File: src/rtl/mem_byte_seq_pkg.sv
// Shared definitions for the byte-sequencing memory initiator: size codes,
// state encoding, bus widths and small request-decoding helpers.
package mem_byte_seq_pkg;

  localparam int ByteBus    = 8;
  localparam int MemAddrBus = 32;
  localparam int DataBus    = 32;

  localparam logic True  = 1'b1;
  localparam logic False = 1'b0;

  localparam logic [1:0] SizeByte = 2'b00;
  localparam logic [1:0] SizeHalf = 2'b01;
  localparam logic [1:0] SizeWord = 2'b10;

  typedef enum logic [1:0] {
    IDLE  = 2'b00,
    XFER  = 2'b01,
    DRAIN = 2'b10,
    RESP  = 2'b11
  } state_e;

  // Index of the final byte in a request; the reserved code 11 behaves as a word.
  function automatic logic [1:0] last_index(input logic [1:0] size);
    case (size)
      SizeByte: return 2'd0;
      SizeHalf: return 2'd1;
      default:  return 2'd3;
    endcase
  endfunction

  function automatic logic misaligned(input logic [1:0] size, input logic [1:0] addr_lo);
    case (size)
      SizeByte: return False;
      SizeHalf: return addr_lo[0];
      default:  return (addr_lo != 2'b00);
    endcase
  endfunction

endpackage

File: src/rtl/mem_byte_seq_if.sv
// Request, response and byte-wide memory signals of the sequencer, bundled.
// master is the sequencer's view; slave is the view of its surroundings.
interface mem_byte_seq_if
  import mem_byte_seq_pkg::*;
#(
  parameter int ADDR_W = MemAddrBus
);

  logic               req_valid;
  logic               req_ready;
  logic               req_we;
  logic [1:0]         req_size;
  logic               req_signed;
  logic [ADDR_W-1:0]  req_addr;
  logic [DataBus-1:0] req_wdata;

  logic               resp_valid;
  logic [DataBus-1:0] resp_rdata;
  logic               resp_err;

  logic               mem_read;
  logic               mem_write;
  logic [ADDR_W-1:0]  mem_addr;
  logic [ByteBus-1:0] mem_w_data;
  logic [ByteBus-1:0] mem_r_data;
  logic               mem_done;

  modport master (
    input  req_valid, req_we, req_size, req_signed, req_addr, req_wdata,
    input  mem_r_data, mem_done,
    output req_ready, resp_valid, resp_rdata, resp_err,
    output mem_read, mem_write, mem_addr, mem_w_data
  );

  modport slave (
    output req_valid, req_we, req_size, req_signed, req_addr, req_wdata,
    output mem_r_data, mem_done,
    input  req_ready, resp_valid, resp_rdata, resp_err,
    input  mem_read, mem_write, mem_addr, mem_w_data
  );

endinterface

File: src/rtl/mem_byte_seq_extend.sv
// Combinational lane select and sign/zero extension of assembled load data
// (byte from lane 0, half from lanes 0-1, word unchanged).
module mem_seq_extend
  import mem_byte_seq_pkg::*;
(
  input  logic [DataBus-1:0] data,
  input  logic [1:0]         size,
  input  logic               signed_ext,
  output logic [DataBus-1:0] result
);

  always_comb begin
    result = data;
    case (size)
      SizeByte: result = {{24{signed_ext & data[7]}}, data[7:0]};
      SizeHalf: result = {{16{signed_ext & data[15]}}, data[15:0]};
      default:  result = data;
    endcase
  end

endmodule

File: src/rtl/mem_byte_seq.sv
// Splits 1/2/4-byte load/store requests into little-endian byte transfers and
// reassembles loads. Optional MEM_SEQ_ALIGN_CHECK_EN faults misaligned requests.
module mem_byte_seq
  import mem_byte_seq_pkg::*;
#(
  parameter int ADDR_W = MemAddrBus
)(
  input  logic clk_in,
  input  logic rst_in,
  mem_byte_seq_if.master bus
);

  state_e state;
  state_e state_nx;

  logic               we_q;
  logic [1:0]         size_q;
  logic               signed_q;
  logic [ADDR_W-1:0]  base_q;
  logic [DataBus-1:0] wdata_q;
  logic [1:0]         idx_q;
  logic [1:0]         last_q;
  logic [DataBus-1:0] asm_q;
  logic               cap_q;
  logic [1:0]         cap_idx_q;
  logic               err_q;

  logic               take;
  logic               bad;
  logic               beat_done;
  logic [DataBus-1:0] ext_data;

  assign take      = (state == IDLE) && bus.req_valid;
  assign beat_done = (state == XFER) && bus.mem_done;

`ifdef MEM_SEQ_ALIGN_CHECK_EN
  assign bad = misaligned(bus.req_size, bus.req_addr[1:0]);
`else
  assign bad = False;
`endif

  always_ff @(posedge clk_in) begin
    if (rst_in) state <= IDLE;
    else        state <= state_nx;
  end

  always_comb begin
    state_nx = state;
    case (state)
      IDLE:    if (bus.req_valid) state_nx = bad ? RESP : XFER;
      XFER:    if (bus.mem_done && (idx_q == last_q)) state_nx = we_q ? RESP : DRAIN;
      DRAIN:   state_nx = RESP;
      RESP:    state_nx = IDLE;
      default: state_nx = IDLE;
    endcase
  end

  // Read data lags its accepted strobe by one cycle, so capture is tracked
  // independently of the current beat's stall status.
  always_ff @(posedge clk_in) begin
    if (rst_in) begin
      we_q      <= False;
      size_q    <= SizeByte;
      signed_q  <= False;
      base_q    <= '0;
      wdata_q   <= '0;
      idx_q     <= 2'd0;
      last_q    <= 2'd0;
      asm_q     <= '0;
      cap_q     <= False;
      cap_idx_q <= 2'd0;
      err_q     <= False;
    end else begin
      if (take) begin
        we_q     <= bus.req_we;
        size_q   <= bus.req_size;
        signed_q <= bus.req_signed;
        base_q   <= bus.req_addr;
        wdata_q  <= bus.req_wdata;
        last_q   <= last_index(bus.req_size);
        idx_q    <= 2'd0;
        err_q    <= bad;
        asm_q    <= '0;
      end else if (beat_done && (idx_q != last_q)) begin
        idx_q <= idx_q + 2'd1;
      end
      cap_q     <= beat_done && !we_q;
      cap_idx_q <= idx_q;
      if (cap_q) asm_q[{cap_idx_q, 3'b000} +: ByteBus] <= bus.mem_r_data;
    end
  end

  always_comb begin
    bus.mem_read   = False;
    bus.mem_write  = False;
    bus.mem_addr   = '0;
    bus.mem_w_data = '0;
    if (state == XFER) begin
      bus.mem_read   = !we_q;
      bus.mem_write  = we_q;
      bus.mem_addr   = base_q + ADDR_W'(idx_q);
      bus.mem_w_data = wdata_q[{idx_q, 3'b000} +: ByteBus];
    end
  end

  mem_seq_extend u_extend (
    .data       (asm_q),
    .size       (size_q),
    .signed_ext (signed_q),
    .result     (ext_data)
  );

  assign bus.req_ready  = (state == IDLE);
  assign bus.resp_valid = (state == RESP);
  assign bus.resp_rdata = ((state == RESP) && !we_q && !err_q) ? ext_data : '0;

`ifdef MEM_SEQ_ALIGN_CHECK_EN
  assign bus.resp_err = (state == RESP) && err_q;
`else
  assign bus.resp_err = False;
`endif

endmodule

File: src/flat_wrapper.sv
// flat-port wrapper written by rule: the top's interface ports become plain ports
module mem_byte_seq_flat import mem_byte_seq_pkg::*;
#(
  parameter int ADDR_W = MemAddrBus
)
  (clk_in, rst_in, bus_req_valid, bus_req_we, bus_req_size, bus_req_signed, bus_req_addr, bus_req_wdata, bus_mem_r_data, bus_mem_done, bus_req_ready, bus_resp_valid, bus_resp_rdata, bus_resp_err, bus_mem_read, bus_mem_write, bus_mem_addr, bus_mem_w_data);
  mem_byte_seq_if #(.ADDR_W(ADDR_W)) bus_i ();
  input  logic clk_in;
  input  logic rst_in;
  input wire logic [$bits(bus_i.req_valid)-1:0] bus_req_valid;
  input wire logic [$bits(bus_i.req_we)-1:0] bus_req_we;
  input wire logic [$bits(bus_i.req_size)-1:0] bus_req_size;
  input wire logic [$bits(bus_i.req_signed)-1:0] bus_req_signed;
  input wire logic [$bits(bus_i.req_addr)-1:0] bus_req_addr;
  input wire logic [$bits(bus_i.req_wdata)-1:0] bus_req_wdata;
  input wire logic [$bits(bus_i.mem_r_data)-1:0] bus_mem_r_data;
  input wire logic [$bits(bus_i.mem_done)-1:0] bus_mem_done;
  output wire logic [$bits(bus_i.req_ready)-1:0] bus_req_ready;
  output wire logic [$bits(bus_i.resp_valid)-1:0] bus_resp_valid;
  output wire logic [$bits(bus_i.resp_rdata)-1:0] bus_resp_rdata;
  output wire logic [$bits(bus_i.resp_err)-1:0] bus_resp_err;
  output wire logic [$bits(bus_i.mem_read)-1:0] bus_mem_read;
  output wire logic [$bits(bus_i.mem_write)-1:0] bus_mem_write;
  output wire logic [$bits(bus_i.mem_addr)-1:0] bus_mem_addr;
  output wire logic [$bits(bus_i.mem_w_data)-1:0] bus_mem_w_data;
  assign bus_i.req_valid = bus_req_valid;
  assign bus_i.req_we = bus_req_we;
  assign bus_i.req_size = bus_req_size;
  assign bus_i.req_signed = bus_req_signed;
  assign bus_i.req_addr = bus_req_addr;
  assign bus_i.req_wdata = bus_req_wdata;
  assign bus_i.mem_r_data = bus_mem_r_data;
  assign bus_i.mem_done = bus_mem_done;
  assign bus_req_ready = bus_i.req_ready;
  assign bus_resp_valid = bus_i.resp_valid;
  assign bus_resp_rdata = bus_i.resp_rdata;
  assign bus_resp_err = bus_i.resp_err;
  assign bus_mem_read = bus_i.mem_read;
  assign bus_mem_write = bus_i.mem_write;
  assign bus_mem_addr = bus_i.mem_addr;
  assign bus_mem_w_data = bus_i.mem_w_data;
  mem_byte_seq #(.ADDR_W(ADDR_W)) u_core (.clk_in(clk_in), .rst_in(rst_in), .bus(bus_i));
endmodule
File: config.mk
export PLATFORM = sky130hd
export DESIGN_NAME = mem_byte_seq_flat
export DESIGN_NICKNAME = d
export VERILOG_FILES = /design/src/rtl/mem_byte_seq_pkg.sv /design/src/rtl/mem_byte_seq_if.sv /design/src/rtl/mem_byte_seq_extend.sv /design/src/rtl/mem_byte_seq.sv /design/src/flat_wrapper.sv
export SDC_FILE = /design/constraint.sdc
export NUM_CORES = 1
export LEC_CHECK = 0
export CAP_MARGIN = 20
export CORE_MARGIN = 1
export CORE_UTILIZATION = 43
export DETAILED_ROUTE_END_ITERATION = 16
export GPL_TIMING_DRIVEN = 0
export PLACE_DENSITY = 0.86
export SYNTH_ARGS = -nofsm -noshare
export SYNTH_HDL_FRONTEND = slang
export SYNTH_SLANG_ARGS = --single-unit
File: constraint.sdc
create_clock -name clk_in -period 2.32 [get_ports clk_in]
set_input_delay 0.348 -clock clk_in [delete_from_list [all_inputs] [get_ports clk_in]]
set_output_delay 0.348 -clock clk_in [all_outputs]
set_load 0.05 [all_outputs]
# Word-level counts from Yosys, hierarchy flattened

Index checks and enable logic that the tools add are counted.

Output and inout port bits: 77
Bits of input ports: 80
Register bits after elaboration: 109
Logic and storage cells: 55

Bitwise logic cells: 2
Mux-type cells: 15
Reduce and logical (&&, ||, !) cells: 12
Eq/ne operators: 9
Shift operators: 3
$add $sub $neg: 3

Operators with widths:

| cell                   | count |
|---|---|
| $mux 32                | 5 |
| $pmux 32 s2            | 1 |
| $add 32x2->32          | 1 |
| $bwmux 32              | 1 |
| $shift 8x7->32 const A | 1 |
| $shiftx 32x6->8        | 1 |
| $shiftx 8x7->32        | 1 |
| $mux 8                 | 1 |
| $pmux 2 s4             | 1 |
| $neg 5->7              | 1 |
| $eq 2x1->1 const B     | 3 |
| $logic_and 1x1->1      | 6 |
| $logic_not 2->1        | 3 |
| $eq 2x2->1 const B     | 2 |
| $mux 2                 | 2 |
| $ne 2x2->1 const B     | 2 |
| $pmux 2 s2             | 1 |
| $mux 1                 | 3 |
| $add 2x1->2 const B    | 1 |
| $and 1x1->1            | 2 |
| $eq 2x2->1             | 1 |
| $ne 2x2->1             | 1 |
| $reduce_and 2->1       | 1 |
| $reduce_or 2->1        | 1 |
| $logic_not 1->1        | 1 |

# Depth between registers and ports, before layout

Gate-level depths: netlist of run 1.

Depth in word-level cells: 6
Gate-level depth with buffers: 7
Depth with buffers taken out: 6

# Modules after synthesis

Synthesis of run 1 repeated with hierarchy kept, for this count alone.

Cell total of the unflattened synthesis: 691
Area, all modules: 5515.3 µm²

Modules (own cells, without submodules):

| module         | cells an instance | seq. area each (µm²) | times used | area an instance (µm²) |
|---|---|---|---|---|
| mem_byte_seq   | 625               | 2182.1               | 1          | 5129.9 |
| mem_seq_extend | 66                | 0.0                  | 1          | 385.4 |

# Worst setup path before layout of run 1

No wires, ideal clock.

Kind: register to output
From: register u_core.idx_q[0]
To: output bus_mem_addr[30]
Data arrival time: 2.858 ns
Required time: 1.972 ns
Path buffers: 1
Slack: -0.886 ns
Cell stages (with the launch flop): 7
Cells stage by stage: dfxtp_1 > ha_1 > fa_1 > nand4_1 > or4_1 > clkbuf_1 > o31ai_1

Word-level cells in the longest chain between the ends: 2

RTL lines:

| what                     | line                | RTL |
|---|---|---|
| start: declaration       | mem_byte_seq.sv:21  | `logic [1:0] idx_q;` |
| start signal: assignment | mem_byte_seq.sv:85  | `idx_q <= idx_q + 2'd1;` |
| $add 32x2->32            | mem_byte_seq.sv:101 | `bus.mem_addr = base_q + ADDR_W'(idx_q);` |
| $mux 32                  | mem_byte_seq.sv:98  | `if (state == XFER) begin` |
| end: declaration         | flat_wrapper.sv:24  | `output wire logic [$bits(bus_i.mem_addr)-1:0] bus_mem_addr;` |

No other way between the ends.

# Worst setup path after layout of run 1

From: register u_core.base_q[0]
To: output bus_mem_addr[16]

Word-level cells in the longest chain between the ends: 2

RTL lines:

| what                     | line                | RTL |
|---|---|---|
| start: declaration       | mem_byte_seq.sv:19  | `logic [ADDR_W-1:0] base_q;` |
| start signal: assignment | mem_byte_seq.sv:78  | `base_q <= bus.req_addr;` |
| $add 32x2->32            | mem_byte_seq.sv:101 |  |
| $mux 32                  | mem_byte_seq.sv:98  |  |

No other way between the ends.

==> impl_metrics.yaml, run 1 <==
sta:
  fmax_mhz: 341.5
  relSlewSlack: 0.2783
  setup_violations: 25
  postLayoutSetupSlackWorst_ns: -0.6081
  period_share: 1.262
  rsz0062_at_grt: "true"
  finalHoldViolCount: 0
  finalClockSkew_ns: 0.006264
  worstMarginPinSlew_ns: 1.073
  fin_crit_ns: 2.928
  slew_violations: 0
detailed_routing:
  wl_um: 18120
  antenna_left: 0
  drt-vias-per-instance: 5.658
  drc: 0
  vias: 5788
  firstDrtPassIters: 5
  drtIter0Drc: 464
  wl_per_cell_um: 17.71
yosys:
  synth_fa_ha_area_frac: 0.02965
  ys_ff_latch: 109
  synth_warnings: 0
  synth-simple-area-share: 0.2476
  synth-main-ff-cell: "dfxtp_1"
  synth_xor_area_frac: 0.02142
  synth_top_family_by_area: "simple AND/OR/NAND/NOR gates"
  yosysUniqueCellTypes: 42
  netlist_instances: 682
  synth_edf_count: 0
  yosysSeqAreaShare: 0.4104
  avgSynthCellArea_um2: 7.795
  ys_async_sr_fraction: 0
  synthesis.area_um2: 5316
  synth-compound-area-share: 0.1977
  synth_mux_area_frac: 0.03954
  syn_nets: 774
clocking:
  postCtsHoldBufs: 0
  clkSlewWorstSetupHoldPaths_ns: 0.07
  cts-root-buf: "clkbuf_16"
  clk_latency_ns: 0.35
  cts_sinks: 109
  cts_buffer_depth: 2
  htree_levels: 3
  cts_tree: "built"
  numCtsBuffers: 9
flow_run:
  cap_violations: 0
global_route:
  grt_max_degree: 19
  antenna_found_initial: 0
  overflow: 0
  grt_usage: 0.2803
  grt_pass1_vias: 5524
  grt_pass1_wl_um: 28290
final_layout:
  final_layout_size_suffix_gt1_frac: 0.2603
  regArea_um2: 2215
  fillers: 950
  nets: 963
  area_growth_pct: 57.57
  multi_input_area_um2: 3572
  final_common_cell: "nand2_1"
  num_antenna_cells: 0
  final_cell_mix: "152 x nand2_1, 95 x dfxtp_1, 84 x a21oi_1, 79 x clkdlybuf4s50_1, 34 x buf_6"
  fin_util: 0.6974
  finalInstanceArea_um2: 8377
critical_path:
  r2r_slack_ns: 0.07
  r2r_start: "u_core.cap_idx_q[0]$_SDFF_PP0_"
  cp-start-kind: "flip-flop"
  end_kind: "output pin"
  crit_slowest_cell: "or4_4"
  reg2reg_depth: 4
  critPathArrivalTime_ns: 2.58
  path_cells: "ha_4, fa_2, nand4_1, or4_4, clkbuf_16, or3_4, a21oi_4, buf_6"
  required_ns: 1.97
  cp_max_fo: 6
  path_class: "flip-flop to output pin"
  critical-path-max-stage-delay_ns: 0.51
  r2r-end: "u_core.asm_q[24]$_SDFF_PP0_"
placed_design:
  portBuffers: 154
  placed_cell_area_um2: 7532
  place_congestion: 0.8803
  dp_hpwl_um: 11800
min_path:
  worstHoldStart: "rst_in"
  whs_endpoint: "u_core.state[1]$_SDFFE_PP0P_"
  hold_class: "input port to flip-flop"
  min_path_cells: 3
floorplan:
  core.rowCount: 40
  start_util: 0.4426
  die_w_um: 113.2
  dieArea_um2: 12810
  die-height_um: 113.2
  core_region_area_um2: 12010
  ios: 157
pwr:
  pwr-share-comb: 0.380
  seqPwrFrac: 0.377
  p_leak_nw: 2.966
  switchingPower_mw: 2.651
  pwr-share-clk: 0.243
  vdd.ir_drop.worst_v: 0.0003642
  p_per_area_nw_per_um2: 780.4
  power.internal_mw: 3.886
  p_total_mw: 6.537
  switching_share: 0.4055
status:
  violations: "setup timing"
  outcome: "complete, but fails checks"
## cell usage after synthesis, types with 5 or more instances
| cell | number | share of area |
|---|---|---|
| a22o_1 | 14 | 0.023 |
| nand4_1 | 9 | 0.011 |
| clkbuf_1 | 39 | 0.028 |
| o21ai_0 | 21 | 0.020 |
| nand3_1 | 11 | 0.010 |
| nand2b_1 | 5 | 0.0059 |
| mux4_2 | 8 | 0.034 |
| nor2b_1 | 5 | 0.0059 |
| buf_1 | 6 | 0.0042 |
| inv_1 | 25 | 0.018 |
| a22oi_1 | 14 | 0.020 |
| a21oi_1 | 117 | 0.11 |
| or4_1 | 7 | 0.0099 |
| nor3_1 | 9 | 0.0085 |
| nor2_1 | 31 | 0.022 |
| o31ai_1 | 7 | 0.0099 |
| xnor2_1 | 9 | 0.015 |
| and2_1 | 21 | 0.025 |
| and4_1 | 5 | 0.0082 |
| nand2_1 | 152 | 0.11 |
| dfxtp_1 | 109 | 0.41 |
| ha_1 | 11 | 0.026 |
| or3_1 | 13 | 0.015 |
## timing repair
action,4_1_cts,5_1_grt
pin swaps,13,10
setup buffers,17,5
cloned,3,0
resized for setup,419,66
endpoints found under the setup margin,74,79
## area by class of cell
type	instances	area share
inverter	25	0.01120
buffer	44	0.03092
timing repair buffer	180	0.2081
sequential	109	0.2644
clock buffer	10	0.02853
multi-input combinational	502	0.4264
tap	147	0.02196
clock inverter	6	0.008514
## per-stage QoR
| step | worst slack (ns) | instances | setup TNS [ns] | hold slack (ns) |
|---|---|---|---|---|
| global placement | -0.9456 | 983 | -37.87 | 0.4391 |
| floorplan | -0.1337 | 682 | -0.8425 | 0.4331 |
| finish | -0.6081 | 1023 | -10.90 | 0.4510 |
| CTS | -0.5791 | 1018 | -9.927 | 0.4514 |
| global route | -0.6640 | 1023 | -12.35 | 0.4729 |
| detailed placement | -0.9534 | 984 | -38.44 | 0.4457 |
## metal layers
| layer | wire (µm) | global-route usage | share of wire |
|---|---|---|---|
| met1 | 7758 | 0.3521 | 0.43 |
| met2 | 9032 | 0.4957 | 0.50 |
| met3 | 885 | 0.02410 | 0.049 |
| met4 | 441 | 0.1123 | 0.024 |
| met5 | 0 | 0 | 0 |
## power groups by stage
stage | combinational [mW] | clock, mW | sequential [mW]
4_1_cts | 2.43 | 1.60 | 2.42
3_3_place_gp | 2.29 | 0 | 2.41
6_report | 2.48 | 1.59 | 2.46
5_1_grt | 2.67 | 1.67 | 2.50
2_1_floorplan | 1.63 | 0 | 2.35
3_5_place_dp | 2.36 | 0 | 2.42
## how the worst max path moves through the flow
stage                                       start            endpoint  cells after the start
global route        u_core.base_q[0]$_SDFFE_PP0P_    bus_mem_addr[16]                      8
CTS                 u_core.base_q[0]$_SDFFE_PP0P_    bus_mem_addr[16]                      8
global placement     u_core.state[1]$_SDFFE_PP0P_  bus_resp_rdata[30]                      6
floorplan            u_core.idx_q[0]$_SDFFE_PP0P_    bus_mem_addr[16]                      7
detailed placement   u_core.state[1]$_SDFFE_PP0P_  bus_resp_rdata[24]                      6
finish              u_core.base_q[0]$_SDFFE_PP0P_    bus_mem_addr[16]                      8
## kinds of logic after synthesis
| kind of cell | after synthesis |
|---|---|
| AOI/OAI and AO/OA | 183 |
| xor gates and xnor gates | 13 |
| adders and majority gates | 12 |
| buffers and inverters | 72 |
| DFF | 109 |
| muxes | 11 |
| other | 1 |
| and+or+nand+nor | 281 |
## worst max-delay path, delay by kind of cell (launching register included)
kind	cells	cell delay [ns]
AOI/OAI and AO/OA	1	0.16
adders and majority gates	2	0.37
and+or+nand+nor	3	0.95
buffers and inverters	2	0.38
DFF	1	0.37
## flip-flops by register name (all words and copies together), names as in the netlist
signal	count
u_core.cap_q	1
u_core.asm_q	32
u_core.we_q	1
u_core.last_q	2
u_core.size_q	2
u_core.idx_q	2
u_core.cap_idx_q	2
u_core.signed_q	1
u_core.base_q	32
u_core.wdata_q	32
u_core.state	2
Note: power is estimated with default switching activity, not from simulation.
==> inputs of run 2 (changes only) <==
- CTS_CLUSTER_SIZE: default -> 25
==> results of run 2 <==
Same layout as run 1: the final DEF is identical, and so are final timing and power.
